`config.mk`:
```
export PLATFORM = sky130hd
export DESIGN_NAME = issue_queue_select_scheduler
export DESIGN_NICKNAME = d
export VERILOG_FILES = /design/src/rtl/issue_queue_select_scheduler.sv
export SDC_FILE = /design/constraint.sdc
export NUM_CORES = 1
export LEC_CHECK = 0
export CELL_PAD_IN_SITES_DETAIL_PLACEMENT = 1
export CELL_PAD_IN_SITES_GLOBAL_PLACEMENT = 1
export CORE_MARGIN = 3
export CORE_UTILIZATION = 45
export CTS_CLUSTER_DIAMETER = 30
export DETAILED_ROUTE_END_ITERATION = 8
export HOLD_SLACK_MARGIN = 0.06
export PLACE_DENSITY = 0.81
export SLEW_MARGIN = 20
export SYNTH_ARGS = -nofsm -noshare
export SYNTH_HDL_FRONTEND = slang
export SYNTH_SLANG_ARGS = --single-unit
```
`constraint.sdc`:
```
create_clock -name clk -period 9.62 [get_ports clk]
set_clock_uncertainty 0.05 [all_clocks]
set_input_delay 1.443 -clock clk [delete_from_list [all_inputs] [get_ports clk]]
set_output_delay 1.443 -clock clk [all_outputs]
set_load 0.005 [all_outputs]
```
`src/rtl/issue_queue_select_scheduler.sv`:
```
// Issue queue select scheduler: per-entry lifecycle (EMPTY/WAIT/ISSUED),
// round-robin selection of up to ISSUE_WIDTH ready entries, execution
// latency timing and the wakeup/release vectors returned to the dependency matrix.
module issue_queue_select_scheduler #(
    parameter int unsigned ISSUE_QUEUE_ENTRY_NUM = 16,
    parameter int unsigned DISPATCH_WIDTH        = 2,
    parameter int unsigned ISSUE_WIDTH           = 2,
    parameter int unsigned MAX_LATENCY           = 4,
    localparam int unsigned IDXW = $clog2(ISSUE_QUEUE_ENTRY_NUM),
    localparam int unsigned LW   = $clog2(MAX_LATENCY + 1),
    localparam int unsigned OCCW = $clog2(ISSUE_QUEUE_ENTRY_NUM + 1)
) (
    input  logic                                  clk,
    input  logic                                  rst,
    input  logic                                  stall,
    input  logic                                  flush,
    input  logic [DISPATCH_WIDTH-1:0]             dispatch,
    input  logic [DISPATCH_WIDTH-1:0][IDXW-1:0]   dispatchPtr,
    input  logic [DISPATCH_WIDTH-1:0][LW-1:0]     dispatchLatency,
    input  logic [ISSUE_QUEUE_ENTRY_NUM-1:0]      opReady,
    output logic [ISSUE_WIDTH-1:0]                issueValid,
    output logic [ISSUE_WIDTH-1:0][IDXW-1:0]      issuePtr,
    output logic                                  wakeup,
    output logic [ISSUE_QUEUE_ENTRY_NUM-1:0]      wakeupDstVector,
    output logic [ISSUE_QUEUE_ENTRY_NUM-1:0]      releaseVector,
    output logic [OCCW-1:0]                       occupancy
);

    localparam int unsigned N = ISSUE_QUEUE_ENTRY_NUM;

    typedef enum logic [1:0] {
        ST_EMPTY  = 2'd0,
        ST_WAIT   = 2'd1,
        ST_ISSUED = 2'd2
    } ent_state_e;

    // In WAIT, cnt holds the stored latency; in ISSUED it counts down to release.
    ent_state_e                         state_q [N];
    ent_state_e                         state_d [N];
    logic [LW-1:0]                      cnt_q   [N];
    logic [LW-1:0]                      cnt_d   [N];
    logic [IDXW-1:0]                    rr_q, rr_d;
    logic [ISSUE_WIDTH-1:0]             issueValid_q, issueValid_d;
    logic [ISSUE_WIDTH-1:0][IDXW-1:0]   issuePtr_q, issuePtr_d;
    logic [OCCW-1:0]                    occupancy_q, occupancy_d;

    logic [N-1:0]                       wake_c;
    logic [N-1:0]                       nonempty_c;
    logic [N-1:0]                       cand_c;
    logic [N-1:0]                       grant_vec_c;
    logic [ISSUE_WIDTH-1:0]             grant_vld_c;
    logic [ISSUE_WIDTH-1:0][IDXW-1:0]   grant_ptr_c;
    logic                               disp_en_c;
    logic                               disp_err_c;

    // (base + off) mod N without relying on N being a power of two
    function automatic logic [IDXW-1:0] wrap_add(input logic [IDXW-1:0] base,
                                                 input int unsigned off);
        logic [IDXW:0] s;
        s = {1'b0, base} + (IDXW+1)'(off);
        if (s >= (IDXW+1)'(N)) s = s - (IDXW+1)'(N);
        return s[IDXW-1:0];
    endfunction

    // Latency 0 is treated as 1; anything beyond MAX_LATENCY saturates.
    function automatic logic [LW-1:0] sat_lat(input logic [LW-1:0] lat);
        if (lat == '0)                  return LW'(1);
        else if (lat > LW'(MAX_LATENCY)) return LW'(MAX_LATENCY);
        else                            return lat;
    endfunction

    assign disp_en_c = !stall && !flush;

    // Per-entry status: wakeup at cnt==1, occupancy mask, select candidates
    always_comb begin
        wake_c     = '0;
        nonempty_c = '0;
        cand_c     = '0;
        for (int unsigned i = 0; i < N; i++) begin
            wake_c[i]     = (state_q[i] == ST_ISSUED) && (cnt_q[i] == LW'(1));
            nonempty_c[i] = (state_q[i] != ST_EMPTY);
            cand_c[i]     = disp_en_c && (state_q[i] == ST_WAIT) && opReady[i];
        end
    end

    // Matrix ignores wakeups under stall, so the vector holds until a free edge;
    // flush suppresses wakeups and releases every occupied entry.
    assign wakeupDstVector = flush ? '0 : wake_c;
    assign releaseVector   = flush ? nonempty_c : (stall ? '0 : wake_c);
    assign wakeup          = |wakeupDstVector;

    // Round-robin select: scan from rrPtr, lane 0 takes the first candidate
    always_comb begin
        logic [N-1:0] rot;
        logic         found;
        grant_vld_c = '0;
        grant_ptr_c = '0;
        grant_vec_c = '0;
        rr_d        = rr_q;
        rot         = '0;
        found       = 1'b0;
        for (int unsigned k = 0; k < N; k++) begin
            rot[k] = cand_c[wrap_add(rr_q, k)];
        end
        for (int unsigned l = 0; l < ISSUE_WIDTH; l++) begin
            found = 1'b0;
            for (int unsigned k = 0; k < N; k++) begin
                if (!found && rot[k]) begin
                    found          = 1'b1;
                    rot[k]         = 1'b0;
                    grant_ptr_c[l] = wrap_add(rr_q, k);
                end
            end
            grant_vld_c[l] = found;
            if (found) rr_d = wrap_add(grant_ptr_c[l], 1);
        end
        for (int unsigned l = 0; l < ISSUE_WIDTH; l++) begin
            if (grant_vld_c[l]) grant_vec_c[grant_ptr_c[l]] = 1'b1;
        end
    end

    // Entry next state: countdown/release, grant, dispatch (higher lane last), flush
    always_comb begin
        for (int unsigned i = 0; i < N; i++) begin
            state_d[i] = state_q[i];
            cnt_d[i]   = cnt_q[i];
            if (!stall) begin
                if (state_q[i] == ST_ISSUED) begin
                    if (cnt_q[i] > LW'(1)) begin
                        cnt_d[i] = cnt_q[i] - LW'(1);
                    end else begin
                        state_d[i] = ST_EMPTY;
                        cnt_d[i]   = '0;
                    end
                end else if ((state_q[i] == ST_WAIT) && grant_vec_c[i]) begin
                    state_d[i] = ST_ISSUED;
                end
            end
            if (disp_en_c) begin
                for (int unsigned d = 0; d < DISPATCH_WIDTH; d++) begin
                    if (dispatch[d] && (dispatchPtr[d] == IDXW'(i))) begin
                        state_d[i] = ST_WAIT;
                        cnt_d[i]   = sat_lat(dispatchLatency[d]);
                    end
                end
            end
            if (flush) begin
                state_d[i] = ST_EMPTY;
                cnt_d[i]   = '0;
            end
        end
    end

    // Registered issue outputs and occupancy from next state
    always_comb begin
        issueValid_d = grant_vld_c;
        issuePtr_d   = grant_ptr_c;
        occupancy_d  = '0;
        for (int unsigned i = 0; i < N; i++) begin
            occupancy_d = occupancy_d + OCCW'(state_d[i] != ST_EMPTY);
        end
    end

    // State registers
    always_ff @(posedge clk or posedge rst) begin
        if (rst) begin
            for (int unsigned i = 0; i < N; i++) begin
                state_q[i] <= ST_EMPTY;
                cnt_q[i]   <= '0;
            end
            rr_q         <= '0;
            issueValid_q <= '0;
            issuePtr_q   <= '0;
            occupancy_q  <= '0;
        end else begin
            for (int unsigned i = 0; i < N; i++) begin
                state_q[i] <= state_d[i];
                cnt_q[i]   <= cnt_d[i];
            end
            rr_q         <= rr_d;
            issueValid_q <= issueValid_d;
            issuePtr_q   <= issuePtr_d;
            occupancy_q  <= occupancy_d;
        end
    end

    assign issueValid = issueValid_q;
    assign issuePtr   = issuePtr_q;
    assign occupancy  = occupancy_q;

    // Dispatch into an occupied entry (not being released this cycle) is a protocol error
    always_comb begin
        disp_err_c = 1'b0;
        for (int unsigned i = 0; i < N; i++) begin
            for (int unsigned d = 0; d < DISPATCH_WIDTH; d++) begin
                if (disp_en_c && dispatch[d] && (dispatchPtr[d] == IDXW'(i)) &&
                    nonempty_c[i] && !releaseVector[i]) begin
                    disp_err_c = 1'b1;
                end
            end
        end
    end

    a_no_dispatch_overwrite: assert property (@(posedge clk) disable iff (rst) !disp_err_c)
        else $error("dispatch into occupied issue queue entry");

endmodule

```
==> results.json <==
{
  "fp.coreArea_sq_um": 24600,
  "maxCapViolations": 0,
  "clk_path_buf_depth": 2,
  "wl_per_cell_um": 27.1,
  "grt_pass1_vias": 13334,
  "reg2regPathDepth": 30,
  "h-tree-depth": 3,
  "rows": 57,
  "synth_edf_count": 0,
  "grt_pass1_wl_mm": 79.5,
  "cts_hold_buf": 0,
  "crit_arrival_ns": 9.58,
  "hold_path.class": "reg2reg",
  "worst_pin_slew_ns": 1.08,
  "drv_slew": 0,
  "yosysWarnings": 0,
  "wl_mm": 52.1,
  "synth_top_area_frac": 0.218,
  "start_util": 0.462,
  "dp_cells": 1905,
  "drcViolationCount": 0,
  "area_growth_syn_to_layout_pct": 17.2,
  "grt_max_degree": 62,
  "crit_fanout": 7,
  "fin_crit_ns": 9.33,
  "synth_most_common_cell": "nor2_1",
  "startpoint_type": "primary input",
  "dieArea_sq_um": 27200,
  "die_w_um": 165,
  "fin_crit_sh": 0.969,
  "fmax_mhz": 107,
  "synth_seq_area_share": 0.218,
  "synth_top_cell_by_area": "dfrtp_1",
  "clk_pin_slew_ns": 0.07,
  "ys_types": 105,
  "slowest_stage": "fa_1",
  "hold_violations": 0,
  "synth_area_sq_um": 11400,
  "setup-violations-final": 0,
  "relSlewSlack": 0.279,
  "final_nets": 1686,
  "regArea_sq_um": 2480,
  "ys_ff_latch": 99,
  "synth_common_cells": "187 x nor2_1, 123 x nand2_1, 99 x dfrtp_1",
  "syn_nets": 1582,
  "drive_gt1_frac": 0.116,
  "multi_input_area_sq_um": 8310,
  "cp_common_cell": "fa_1",
  "dieHeight_um": 165,
  "cts.sinks": 99,
  "cts_root_buf": "clkbuf_16",
  "place.gp.congestion": 1.04,
  "worstPathRequired_ns": 9.88,
  "worstSetupEndpointType": "flop",
  "antenna_found_initial": 0,
  "track_usage": 0.382,
  "clk_latency_ns": 0.37,
  "min_path_cells": 2,
  "rsz0062_at_grt": "no",
  "ys_top_cells_by_area": "dfrtp_1 22%, nor2_1 6.2%, ha_1 5.0%",
  "dpl.hpwl_mm": 40.2,
  "synth_flop_cell": "dfrtp_1",
  "stdcell_count": 1924,
  "syn_area_per_cell_sq_um": 7.63,
  "vias_per_cell": 6.91,
  "port_buffers": 83,
  "postRouteAntennaNets": 0,
  "cts_tree": "yes",
  "run_status": "finished clean",
  "overflow": 0,
  "fin_util": 0.542,
  "cpPeakStageDelay_ns": 0.58,
  "vias": 13295,
  "drt_iter0_drc": 1406,
  "postSynth.asyncResetShare": 1.00,
  "fillers": 3071,
  "diodes": 0,
  "crit_type": "in2reg",
  "pin_count": 84,
  "postSynthCellCount": 1491,
  "numCtsBuffers": 9,
  "drtPass1Iterations": 6
}
through the flow:
| stage | setup slack [ns] | cell area [sq um] | setup TNS, ns | hold slack (ns) |
|---|---|---|---|---|
| finish | 0.293 | 13300 | 0 | 0.557 |
| global route | 0.00827 | 13300 | 0 | 0.597 |
| CTS | 0.194 | 13200 | 0 | 0.554 |
| detailed placement | -0.0607 | 12900 | -0.122 | 0.539 |
| floorplan | 1.39 | 11400 | 0 | 0.498 |
| global placement | 0.00924 | 12900 | 0 | 0.524 |
layout make-up:
type | instances | share of cell area
Timing Repair Buffer | 177 | 0.116
Multi-Input combinational cell | 1235 | 0.623
Sequential cell | 99 | 0.186
Clock buffer | 11 | 0.0175
Inverter | 73 | 0.0207
Tap cell | 324 | 0.0304
Clock inverter | 5 | 0.00638
cell families after synthesis:
group / count (synthesis) / synth area share
mux: 46 / 0.0588
fa+ha+maj: 58 / 0.0698
flops: 99 / 0.218
compound gates: 494 / 0.302
xor+xnor: 26 / 0.0200
buf+inv: 157 / 0.0564
simple gates: 611 / 0.275
final timing paths:
kind                                   from      endpoint  slack [ns]
worst max-delay path            opReady[10]  occupancy[4]        0.29
worst min-delay path              cnt_q[25]     cnt_q[25]        0.56
worst max register to register      rr_q[1]  occupancy[4]        0.73
worst min register to register    cnt_q[25]     cnt_q[25]        0.56
max in group asynchronous               rst   state_q[25]        6.74
min in group asynchronous               rst   issuePtr[3]        1.44
layout by cell type, fill, tap and decap left out, types with 15 or more instances in the layout:
master / instances
nor3b_1: 17
clkdlybuf4s50_1: 81
mux2i_1: 20
nand3b_1: 25
buf_4: 94
nor2b_1: 15
nand3_1: 38
o22a_1: 30
o21ai_0: 79
nor2_1: 185
o22ai_1: 46
nor4_1: 18
nor3_1: 59
a21oi_1: 90
nand2b_1: 41
inv_1: 69
nand2_1: 123
a211oi_1: 50
o211ai_1: 16
dfrtp_1: 99
ha_1: 45
xnor2_1: 22
registers in the layout, indices dropped and copies added, names as in the netlist:
signal	cells
occupancy	5
rr_q	4
cnt_q	48
state_q	32
issuePtr	8
issueValid	2
layer usage:
layer	global-route usage	up-vias	share of wire
met5	0	-	0
met4	0.162	0	0.051
met2	0.613	713	0.46
li1	-	5815	-
met3	0.0793	185	0.093
met1	0.499	6582	0.40
worst max-delay path, delay by kind of cell:
family | cells | cell delay [ns]
AND/OR/NAND/NOR | 5 | 1.27
adder cells (fa/ha/maj) | 6 | 2.63
AO/OA/AOI/OAI | 9 | 2.09
buffers and inverters | 7 | 1.18
multiplexers | 2 | 0.95
repair_timing:
action | 4_1_cts | 5_1_grt
resized for setup | 0 | 10
endpoints found under the setup margin | 0 | 4
setup buffers | 0 | 3
endpoints found under the hold margin | 0 | 0
Power is not shown: default switching activity piles up to over one toggle a cycle in this logic, so the estimate is an artifact.
